--- src/rtl/neuron_act_stage.sv ---
// rtl/neuron_act_stage.sv - neuron activation stage: frames N_INPUTS MAC products, adds bias, requantizes, activates
// Optional build macro ACT_RELU_EN: ReLU clamp to [0, 2^(OUT_W-1)-1] instead of signed saturation.
module neuron_act_stage #(
   parameter int ACC_W    = 16,
   parameter int OUT_W    = 8,
   parameter int N_INPUTS = 4,
   parameter int SHIFT    = 4
) (
   input  logic             clk,
   input  logic             rst_n,
   input  logic             start,
   input  logic             in_valid,
   input  logic [ACC_W-1:0] acc_in,
   input  logic [ACC_W-1:0] bias,
   output logic             out_valid,
   input  logic             out_ready,
   output logic [OUT_W-1:0] out_data,
   output logic             busy,
   output logic             err
);

   localparam int CNT_W = $clog2(N_INPUTS + 1);

   // Output range expressed at the width of the shifted sum so compares stay signed and exact.
   localparam logic signed [ACC_W:0] OUT_MAX = {{(ACC_W-OUT_W+2){1'b0}}, {(OUT_W-1){1'b1}}};
   localparam logic signed [ACC_W:0] OUT_MIN = {{(ACC_W-OUT_W+2){1'b1}}, {(OUT_W-1){1'b0}}};

   typedef enum logic [2:0] {
      S_IDLE,
      S_ACCUM,
      S_SETTLE,
      S_CALC,
      S_HOLD
   } state_t;

   state_t              state;
   state_t              next_state;
   logic [CNT_W-1:0]    cnt;
   logic [CNT_W-1:0]    cnt_inc;
   logic [ACC_W-1:0]    base;
   logic [ACC_W-1:0]    acc_end;
   logic [ACC_W-1:0]    bias_r;
   logic                start_acc;

   logic [ACC_W-1:0]    diff;
   logic signed [ACC_W:0] sum;
   logic signed [ACC_W:0] sh;
   logic [OUT_W-1:0]    act;

   assign start_acc = (state == S_IDLE) && start;
   assign cnt_inc   = cnt + 1'b1;
   assign busy      = (state != S_IDLE);

   // State register.
   always_ff @(posedge clk or negedge rst_n) begin
      if (!rst_n) begin
         state <= S_IDLE;
      end else begin
         state <= next_state;
      end
   end

   // Next-state logic: count products, then settle, compute and hold until consumed.
   always_comb begin
      next_state = state;
      case (state)
         S_IDLE: begin
            if (start) begin
               next_state = (N_INPUTS == 1 && in_valid) ? S_SETTLE : S_ACCUM;
            end
         end
         S_ACCUM: begin
            if (in_valid && (cnt_inc == CNT_W'(N_INPUTS))) begin
               next_state = S_SETTLE;
            end
         end
         S_SETTLE: next_state = S_CALC;
         S_CALC:   next_state = S_HOLD;
         S_HOLD: begin
            if (out_ready) begin
               next_state = S_IDLE;
            end
         end
         default:  next_state = S_IDLE;
      endcase
   end

   // Frame sum from modular snapshot difference, bias add, floor shift and activation.
   always_comb begin
      diff = acc_end - base;
      sum  = $signed({diff[ACC_W-1], diff}) + $signed({bias_r[ACC_W-1], bias_r});
      sh   = sum >>> SHIFT;
`ifdef ACT_RELU_EN
      if (sh[ACC_W]) begin
         act = '0;
      end else if (sh > OUT_MAX) begin
         act = OUT_MAX[OUT_W-1:0];
      end else begin
         act = sh[OUT_W-1:0];
      end
`else
      if (sh > OUT_MAX) begin
         act = OUT_MAX[OUT_W-1:0];
      end else if (sh < OUT_MIN) begin
         act = OUT_MIN[OUT_W-1:0];
      end else begin
         act = sh[OUT_W-1:0];
      end
`endif
   end

   // Datapath registers: snapshots, product count and the held result.
   always_ff @(posedge clk or negedge rst_n) begin
      if (!rst_n) begin
         cnt       <= '0;
         base      <= '0;
         acc_end   <= '0;
         bias_r    <= '0;
         out_valid <= 1'b0;
         out_data  <= '0;
      end else begin
         case (state)
            S_IDLE: begin
               if (start) begin
                  base   <= acc_in;
                  bias_r <= bias;
                  cnt    <= in_valid ? CNT_W'(1) : '0;
               end
            end
            S_ACCUM: begin
               if (in_valid) begin
                  cnt <= cnt_inc;
               end
            end
            S_SETTLE: begin
               acc_end <= acc_in;
            end
            S_CALC: begin
               out_data  <= act;
               out_valid <= 1'b1;
            end
            S_HOLD: begin
               if (out_ready) begin
                  out_valid <= 1'b0;
               end
            end
            default: begin
               out_valid <= 1'b0;
            end
         endcase
      end
   end

   // Sticky protocol error: a product outside the counting window, cleared by the next accepted start.
   always_ff @(posedge clk or negedge rst_n) begin
      if (!rst_n) begin
         err <= 1'b0;
      end else if (start_acc) begin
         err <= 1'b0;
      end else if (in_valid && state != S_ACCUM) begin
         err <= 1'b1;
      end
   end

endmodule

--- config.mk ---
export PLATFORM = sky130hd
export DESIGN_NAME = neuron_act_stage
export DESIGN_NICKNAME = d
export VERILOG_FILES = /design/src/rtl/neuron_act_stage.sv
export SDC_FILE = /design/constraint.sdc
export NUM_CORES = 1
export LEC_CHECK = 0
export CORE_UTILIZATION = 60
export CTS_BUF_LIST = sky130_fd_sc_hd__clkbuf_16
export CTS_CLUSTER_DIAMETER = 100
export DETAILED_ROUTE_END_ITERATION = 8
export PLACE_DENSITY = 0.88
export SYNTH_ARGS = -nofsm -noshare
export SYNTH_HDL_FRONTEND = slang
export SYNTH_SLANG_ARGS = --single-unit
--- constraint.sdc ---
create_clock -name clk -period 10.8 [get_ports clk]
set_input_delay 1.62 -clock clk [delete_from_list [all_inputs] [get_ports clk]]
set_output_delay 1.62 -clock clk [all_outputs]
set_load 0.1 [all_outputs]
==> results_dict.tcl, run 1 <==
set metrics [dict create \
    layout-drive-gt1-share_pct 14.29 \
    drv_slew 0 \
    clock-sinks 64 \
    avgSynthCellArea_sq_um 10.08 \
    worstMarginPinSlew_ns 1.134 \
    port-buffer-count 47 \
    status "complete, no violations" \
    nFillCells 377 \
    drtAntennaViolNets 0 \
    rsz0062_at_grt "no" \
    drv_cap 0 \
    setup_viol 0 \
    hold_violations 0 \
    slew_headroom_pct 24.19 \
    cts_tree "yes" \
    ctsHtreeMaxLevel 3 \
    skew_ns 0.007044 \
    slowest_stage "o31ai_1" \
    synthArstFlopShare_pct 100.0 \
    ctsHoldBuffers 0 \
    core-area_sq_mm 0.006026 \
    fp.dieW_microns 81.78 \
    drc 0 \
    period_needed_ns 4.910 \
    n_antenna_cell 0 \
    fin_area_sq_mm 0.004668 \
    crit_fanout 7 \
    via_count 2950 \
    yosys_warnings 0 \
    hold_path.class "reg2reg" \
    fin_cells 509 \
    post_cts_resized 0 \
    place_congestion 0.8874 \
    synth.ff_latch_count 64 \
    drt-pass1-iter-count 4 \
    crit_buf_inv 1 \
    grtUsageTotal_pct 25.83 \
    seq_area_frac_synth_pct 41.94 \
    synthCells 379 \
    synth_fp_nets 450 \
    floorplan.initialDensity_pct 63.37 \
    cts-buffers-inserted 9 \
    clkTransAtPathRegs_ns 0.05 \
    ios 48 \
    synth_area_sq_mm 0.003819 \
    grt_start_max_net_pins 65 \
    clockBufferDepth 2 \
    fin_crit_sh_pct 45.46 \
    slowest_delay_ns 0.52 \
    fmax_mhz 203.7 \
    first_iter_violations 227 \
    ys_top_cells_by_area "dfrtp_1 (42%), ha_1 (11%), mux2_2 (9.7%)" \
    fin_util_pct 77.47 \
    clk_latency_ns 0.33 \
    dpl_cell_area_sq_mm 0.004367 \
    die-area_sq_mm 0.006687 \
    antenna_found_initial 0 \
    vias_per_cell 5.796 \
    grt_pass1_vias 2832 \
    grt_pass1_wl_mm 12.81 \
    cp_data_arrival_time_ns 5.18 \
    netlist.area_leader.share_pct 41.94 \
    area_growth_pct 22.25 \
    rows 28 \
    fin_setup_tns_ns 0 \
    grt_overflow 0 \
    crit_type "reg2reg" \
    cp.required_ns 11.07 \
    yosys_most_used_dff "dfrtp_1" \
    routed_wl_mm 7.939 \
    worstSetupStartpointType "flip-flop" \
    synth_largest_area_cell "dfrtp_1" \
    endpoint_kind "flip-flop" \
    post-dp-hpwl_mm 5.612 \
    path_cells "inv_1 > ha_1 > nor2b_1 > o21ai_0 > a21boi_0 > o211ai_1 > a21oi_1 > o31ai_1 > xnor2_1 > ha_1 > a221o_1 > and3_4 > a221o_1 > a22o_1 > a31o_1 > or4_4 > o21ai_4 > a221o_2" \
    synth_cell_type_count 46 \
    wl_per_cell_microns 15.60 \
    post-place-cells 494 \
    post-cts-setup-buffer-count 0 \
    synth-edff-count 0 \
    cts_root_buf "clkbuf_16" \
    cp_top_family "compound AO/OA/AOI/OAI gates" \
    fin_nets 501 \
    dieHeight_microns 81.78 \
]
[final timing paths]
| kind | start | endpoint | slack [ns] | cells after the start |
|---|---|---|---|---|
| worst max-delay path | base[1]$_DFFE_PN0P_ | out_data[2]$_DFFE_PN0P_ | 5.89 | 18 |
| worst min-delay path | cnt[2]$_DFFE_PN0P_ | cnt[2]$_DFFE_PN0P_ | 0.49 | 2 |
| worst max register to register | base[1]$_DFFE_PN0P_ | out_data[2]$_DFFE_PN0P_ | 5.89 | 18 |
| worst min register to register | cnt[2]$_DFFE_PN0P_ | cnt[2]$_DFFE_PN0P_ | 0.49 | 2 |
| max in group asynchronous | rst_n | bias_r[11]$_DFFE_PN0P_ | 8.81 | 2 |
| min in group asynchronous | rst_n | base[3]$_DFFE_PN0P_ | 1.45 | 2 |
[worst reg2reg max path: cells and delay by family, from the launching register on]
kind	cells	cell delay [ns]
AO/OA/AOI/OAI	11	2.81
buffers and inverters	1	0.12
flip-flops	1	0.36
adder cells (fa/ha/maj)	2	0.59
XOR/XNOR	1	0.17
AND/OR/NAND/NOR	3	0.82
[layout make-up]
cell class | instances | area [sq um] | share of cell area, %
timing repair buffer | 49 | 480.5 | 10.29
tap | 75 | 93.84 | 2.010
clock inverter | 6 | 76.32 | 1.635
sequential | 64 | 1602 | 34.31
multi-input combinational | 279 | 2090 | 44.76
inverter | 27 | 101.3 | 2.171
clock buffer | 9 | 225.2 | 4.824
[layout by cell type (no fill, tap or decap), types with 2 or more instances in the layout]
master | Yosys | layout
xor2_1 | 9 | 9
o31ai_1 | 3 | 3
buf_4 | 0 | 2
a21oi_1 | 25 | 25
bufinv_16 | 0 | 2
clkinv_1 | 0 | 2
inv_1 | 27 | 28
a21o_1 | 7 | 7
a221o_2 | 7 | 7
nor3_1 | 5 | 5
o21ai_0 | 27 | 27
nand2_1 | 35 | 35
or3_1 | 3 | 3
a221o_1 | 2 | 2
dfrtp_1 | 64 | 64
xnor2_1 | 15 | 15
nor2b_1 | 4 | 4
nand3_1 | 9 | 9
a21boi_0 | 2 | 2
clkbuf_16 | 0 | 9
and3_1 | 2 | 2
nand3b_1 | 2 | 2
a311oi_1 | 2 | 2
clkdlybuf4s50_1 | 0 | 46
mux2_2 | 33 | 33
nand2b_1 | 3 | 3
a211oi_1 | 4 | 4
ha_1 | 33 | 33
nor2_1 | 26 | 25
[kinds of logic (layout without fill, tap and decap cells)]
kind of cell / after synthesis / count (layout) / synth area share [%]
compound gates: 94 / 94 / 16.55
simple gates: 94 / 94 / 11.40
flops: 64 / 64 / 41.94
buf+inv: 36 / 91 / 3.539
fa+ha+maj: 34 / 34 / 11.34
mux: 33 / 33 / 9.731
xor+xnor: 24 / 24 / 5.505
[metal layers]
| metal | up-vias | wire length (microns) | track usage (%) |
|---|---|---|---|
| li1 | 1464 | - | - |
| met1 | 1399 | 3703 | 32.95 |
| met2 | 67 | 3784 | 41.16 |
| met3 | 20 | 224 | 5.444 |
| met4 | 0 | 227 | 13.33 |
| met5 | - | 0 | 0 |
[flip-flops by register name, indices dropped and copies added (netlist names)]
register   count
acc_end       16
base          16
bias_r        16
cnt            3
err            1
out_data       8
out_valid      1
state          3
[through the flow]
| step | worst slack (ns) | hold slack, ns |
|---|---|---|
| global placement | 6.131 | 0.4683 |
| finish | 5.890 | 0.4909 |
| detailed placement | 5.963 | 0.4823 |
| floorplan | 6.287 | 0.4498 |
| CTS | 5.906 | 0.4940 |
| global route | 5.586 | 0.5189 |
[Yosys cell counts (all sizes together) (2+ instances only)]
master and count:
and3 3, nand2b 3, nor3 5, clkbuf 9, nand3b 2, dfrtp 64
a21boi 2, ha 33, o21ai 28, a21oi 25, a21o 7, a311oi 2
inv 27, nand2 35, xnor2 15, or3 3, a211oi 4, xor2 9
a31o 2, mux2 33, o31ai 3, nand3 9, nor2b 4, a221o 9
nor2 26
Power of run 1 is left out: the tool's default activity adds up to more than one toggle a clock period on the data nets, which glitch-free logic cannot reach.
==> run 2: changes to the inputs <==
--- a/config.mk
+++ b/config.mk
@@ -5,11 +5,11 @@
 export SDC_FILE = /design/constraint.sdc
 export NUM_CORES = 1
 export LEC_CHECK = 0
-export CORE_UTILIZATION = 60
+export CORE_UTILIZATION = 56
 export CTS_BUF_LIST = sky130_fd_sc_hd__clkbuf_16
 export CTS_CLUSTER_DIAMETER = 100
 export DETAILED_ROUTE_END_ITERATION = 8
-export PLACE_DENSITY = 0.88
+export PLACE_DENSITY = 0.83
 export SYNTH_ARGS = -nofsm -noshare
 export SYNTH_HDL_FRONTEND = slang
 export SYNTH_SLANG_ARGS = --single-unit
==> constraint.sdc (replaced) <==
create_clock -name clk -period 4.9 [get_ports clk]
set_input_delay 0.735 -clock clk [delete_from_list [all_inputs] [get_ports clk]]
set_output_delay 0.735 -clock clk [all_outputs]
set_load 0.1 [all_outputs]
==> run 2 against run 1 <==
The run now ends with DRC left. Sequential share of layout area fell by 0.21 points. Flip-flop and latch count did not move. Final area rose by 0.62%. Count of clock-buffer cells in the layout unchanged. Critical path type unchanged.
==> results_dict.tcl, run 2 (synthesis results as in run 1) <==
set metrics [dict create \
    port-buffer-count 47 \
    fin_crit_sh_pct 95.78 \
    largestRegisters "acc_end (16), base (16), bias_r (16)" \
    hold_violations 0 \
    seqCellArea_sq_mm 0.001602 \
    period_needed_ns 4.693 \
    cp.required_ns 5.17 \
    endpoint_kind "flip-flop" \
    post-place-cells 498 \
    grt_start_max_net_pins 65 \
    fp.dieW_microns 84.58 \
    first_iter_violations 168 \
    area_growth_pct 23.00 \
    clockBufferDepth 2 \
    routed_wl_mm 7.843 \
    drv_cap 0 \
    skew_ns 0.005595 \
    drt-pass1-iter-count 8 \
    drtAntennaViolNets 0 \
    post-dp-hpwl_mm 5.558 \
    top_layer_used "met4" \
    grt_pass1_vias 2883 \
    final_common_cell "dfrtp_1" \
    ctsHtreeMaxLevel 3 \
    fin_cells 519 \
    dieHeight_microns 84.58 \
    worstMarginPinSlew_ns 0.9676 \
    wl_met1_mm 3.604 \
    cts_root_buf "clkbuf_16" \
    layout_common_cells "dfrtp_1 (64), clkdlybuf4s50_1 (46), nand2_1 (35)" \
    fin_nets 508 \
    place_congestion 0.8562 \
    clk_latency_ns 0.33 \
    layout-drive-gt1-share_pct 16.97 \
    cts-buffers-inserted 9 \
    violations "DRC" \
    grt_pass1_wl_mm 13.06 \
    die-area_sq_mm 0.007153 \
    vias_per_cell 5.680 \
    hold_path.class "reg2reg" \
    grt_overflow 0 \
    cp_data_arrival_time_ns 4.96 \
    via_count 2948 \
    fin_setup_tns_ns 0 \
    clkTransAtPathRegs_ns 0.06 \
    drc 2 \
    drv_slew 0 \
    multi_input_area_sq_mm 0.002101 \
    ios 48 \
    fmax_mhz 213.1 \
    crit_type "reg2reg" \
    cts_tree "yes" \
    slew_headroom_pct 35.29 \
    grtUsageTotal_pct 23.42 \
    wl_per_cell_microns 15.11 \
    r2r_slack_ns 0.21 \
    nFillCells 476 \
    n_antenna_cell 0 \
    setup_viol 0 \
    antenna_found_initial 0 \
    floorplan.initialDensity_pct 59.12 \
    route.met2.wl_mm 3.840 \
    rows 29 \
    worstSetupStartpointType "flip-flop" \
    clock-sinks 64 \
    dr_wl_met3_microns 206 \
    crit_fanout 7 \
    core-area_sq_mm 0.006459 \
    status "complete, but fails checks" \
]
run 2: cell types whose count changed in the layout (fill, tap and decap cells not counted), moves of 2 or more:
| cell | delta |
|---|---|
| buf_4 | +7 |
| clkinv_2 | +3 |
| clkinvlp_4 | +2 |
| bufinv_16 | -2 |
run 2: per-stage QoR:
stage | instance area, sq um | util, % | hold slack (ns) | setup slack [ns]
4_1_cts | 4648 | 71.97 | 0.4874 | 0.1119
5_1_grt | 4697 | 72.72 | 0.5199 | -0.03762
6_report | 4697 | 72.72 | 0.4917 | 0.2069
3_5_place_dp | 4384 | 67.88 | 0.4757 | 0.1224
2_1_floorplan | 3819 | - | 0.4394 | 0.3867
3_3_place_gp | 4384 | 67.88 | 0.4700 | 0.2550
run 2: cell type report:
| cell class | instances | area share [%] |
|---|---|---|
| multi-input cells | 279 | 44.73 |
| flip-flops and latches | 64 | 34.10 |
| repair buffers | 56 | 11.35 |
| clock buffers | 9 | 4.795 |
| inverters | 27 | 2.158 |
| well taps | 77 | 2.051 |
| clock inverters | 7 | 0.8258 |
run 2: critical path, cell delays in order (launching register included):
cell      delay [ns]
dfrtp_1         0.36
inv_1           0.12
ha_1            0.25
nor2b_1         0.13
o21ai_1         0.18
a21boi_1        0.13
o211ai_1        0.27
a21oi_1         0.14
o31ai_1         0.27
buf_4           0.17
xnor2_1         0.14
ha_1            0.30
a221o_1         0.37
and3_4          0.19
a221o_1         0.29
a22o_1          0.24
a31o_1          0.20
or4_4           0.49
o21ai_4         0.21
a221o_2         0.18
run 2: worst paths after layout:
| check | startpoint | to | depth (start not counted) |
|---|---|---|---|
| setup reg to reg | base[1]$_DFFE_PN0P_ | out_data[4]$_DFFE_PN0P_ | 19 |
| min in group asynchronous | rst_n | acc_end[3]$_DFFE_PN0N_ | 2 |
| max in group asynchronous | rst_n | cnt[2]$_DFFE_PN0P_ | 2 |
| setup / recovery | base[1]$_DFFE_PN0P_ | out_data[4]$_DFFE_PN0P_ | 19 |
| hold / removal | cnt[2]$_DFFE_PN0P_ | cnt[2]$_DFFE_PN0P_ | 2 |
| hold reg to reg | cnt[2]$_DFFE_PN0P_ | cnt[2]$_DFFE_PN0P_ | 2 |
run 2: routing by layer:
layer  vias to the layer above  global-route usage (%)
met5                         -                       0
met4                         0                   10.32
met3                        14                   3.048
met2                        56                   38.95
met1                      1405                   30.85
li1                       1473                       -
run 2: timing repair:
| item | in CTS | in global routing |
|---|---|---|
| hold buffers | 0 | 0 |
| buffers inserted | 0 | 5 |
| gates resized for setup | 0 | 5 |
| endpoints found under the setup margin | 0 | 7 |
Power of run 2 is left out for the same reason.
==> run 3: changes to the inputs <==
--- a/config.mk
+++ b/config.mk
@@ -5,11 +5,11 @@
 export SDC_FILE = /design/constraint.sdc
 export NUM_CORES = 1
 export LEC_CHECK = 0
-export CORE_UTILIZATION = 56
+export CORE_UTILIZATION = 45
 export CTS_BUF_LIST = sky130_fd_sc_hd__clkbuf_16
 export CTS_CLUSTER_DIAMETER = 100
 export DETAILED_ROUTE_END_ITERATION = 8
-export PLACE_DENSITY = 0.83
+export PLACE_DENSITY = 0.7
 export SYNTH_ARGS = -nofsm -noshare
 export SYNTH_HDL_FRONTEND = slang
 export SYNTH_SLANG_ARGS = --single-unit
==> run 3 against run 2 <==
The run now ends clean. Global-route usage down 4.8 points. Critical path depth unchanged. Register-to-register slack better by 0.08 ns. First-iteration DRC count fell by 29%. Critical path type unchanged.
==> results_dict.tcl, run 3 (synthesis results as in run 1) <==
set metrics [dict create \
    status "complete, no violations" \
    cts_root_buf "clkbuf_16" \
    fmax_mhz 216.8 \
    hold_violations 0 \
    cts-buffers-inserted 9 \
    skew_ns 0.006318 \
    worstSetupStartpointType "flip-flop" \
    cts_tree "yes" \
    grtUsageTotal_pct 18.65 \
    fin_area_sq_mm 0.004722 \
    dpl_cell_area_sq_mm 0.004412 \
    fin_nets 504 \
    via_count 2858 \
    floorplan.initialDensity_pct 46.47 \
    endpoint_kind "flip-flop" \
    drc 0 \
    grt_pass1_wl_mm 12.64 \
    antenna_found_initial 0 \
    largestRegisters "acc_end (16), base (16), bias_r (16)" \
    first_iter_violations 120 \
    ios 48 \
    clkTransAtPathRegs_ns 0.05 \
    drtAntennaViolNets 0 \
    wl_per_cell_microns 13.36 \
    fin_setup_tns_ns 0 \
    fin_crit_sh_pct 94.13 \
    period_needed_ns 4.613 \
    cp_data_arrival_time_ns 4.87 \
    place_congestion 0.8226 \
    fp.dieW_microns 94.12 \
    area_growth_pct 23.66 \
    layout_common_cells "dfrtp_1 (64), clkdlybuf4s50_1 (46), nand2_1 (35)" \
    nFillCells 711 \
    layout-drive-gt1-share_pct 15.98 \
    n_antenna_cell 0 \
    drv_cap 0 \
    slew_headroom_pct 25.87 \
    clock-sinks 64 \
    hold_path.class "reg2reg" \
    slowest_delay_ns 0.49 \
    worstMarginPinSlew_ns 1.109 \
    grt_start_max_net_pins 65 \
    drv_slew 0 \
    setup_viol 0 \
    grt_overflow 0 \
    vias_per_cell 5.263 \
    routed_wl_mm 7.254 \
    drt-pass1-iter-count 4 \
    grt_pass1_vias 2777 \
    dieHeight_microns 94.12 \
    die-area_sq_mm 0.008859 \
    port-buffer-count 47 \
    holdWs_ns 0.4908 \
    clockBufferDepth 2 \
    slowest_stage "or4_4" \
    rsz0062_at_grt "no" \
    core-area_sq_mm 0.008217 \
    rows 33 \
    path_cells "inv_1 > ha_1 > inv_1 > fa_2 > a21o_1 > a21oi_2 > o21bai_1 > a31o_2 > a211oi_2 > xnor2_1 > ha_2 > a221o_1 > and3_4 > a221o_1 > a22o_1 > a31o_1 > or4_4 > o21ai_4 > a221o_2" \
    crit_fanout 7 \
    clk_latency_ns 0.33 \
    crit_type "reg2reg" \
    post-dp-hpwl_mm 5.364 \
    final_common_cell "dfrtp_1" \
    cp.required_ns 5.16 \
    ctsHtreeMaxLevel 3 \
]
-- run 3: critical path: cells and delay by family, from the launching register on --
kind                     cells  cell delay [ns]
AND/OR/NAND/NOR              2             0.68
flip-flops                   1             0.36
AO/OA/AOI/OAI               11             2.39
buffers and inverters        2             0.13
XOR/XNOR                     1             0.15
adder cells (fa/ha/maj)      3             0.82
-- run 3: worst paths after layout --
kind / from / cells past startpoint / endpoint / slack [ns]
max: acc_end[0]$_DFFE_PN0N_ / 19 / out_data[5]$_DFFE_PN0P_ / 0.29
min reg2reg: cnt[2]$_DFFE_PN0P_ / 2 / cnt[2]$_DFFE_PN0P_ / 0.49
min: cnt[2]$_DFFE_PN0P_ / 2 / cnt[2]$_DFFE_PN0P_ / 0.49
max in group asynchronous: rst_n / 2 / bias_r[15]$_DFFE_PN0P_ / 3.79
min in group asynchronous: rst_n / 2 / base[2]$_DFFE_PN0P_ / 0.57
max reg2reg: acc_end[0]$_DFFE_PN0N_ / 19 / out_data[5]$_DFFE_PN0P_ / 0.29
-- run 3: per-stage QoR --
| step | worst slack, ns | std cells | utilization [%] |
|---|---|---|---|
| after CTS | 0.09320 | 541 | 57.12 |
| after global routing | 0.04826 | 543 | 57.47 |
| after detailed placement | 0.09988 | 525 | 53.69 |
| final | 0.2874 | 543 | 57.47 |
| after floorplan | 0.3867 | 379 | - |
| after global placement | 0.2357 | 525 | 53.69 |
-- run 3: timing repair --
item / 4_1_cts / 5_1_grt
hold buffers: 0 / 0
gates resized for setup: 0 / 6
setup endpoints to repair: 0 / 7
setup buffers: 0 / 2
-- run 3: routing by layer --
layer,vias to the layer above,wire length [microns],track usage (%)
li1,1457,-,-
met1,1352,3424,24.36
met2,40,3492,30.41
met3,9,223,3.641
met4,0,114,7.179
met5,-,0,0
-- run 3: layout make-up --
type	instances	area, sq um	area share (%)
repair buffers	52	503.0	10.65
multi-input cells	279	2103	44.54
flip-flops and latches	64	1602	33.92
well taps	105	131.4	2.782
inverters	27	101.3	2.146
clock buffers	9	225.2	4.769
clock inverters	7	56.30	1.192
Power of run 3 is left out for the same reason.
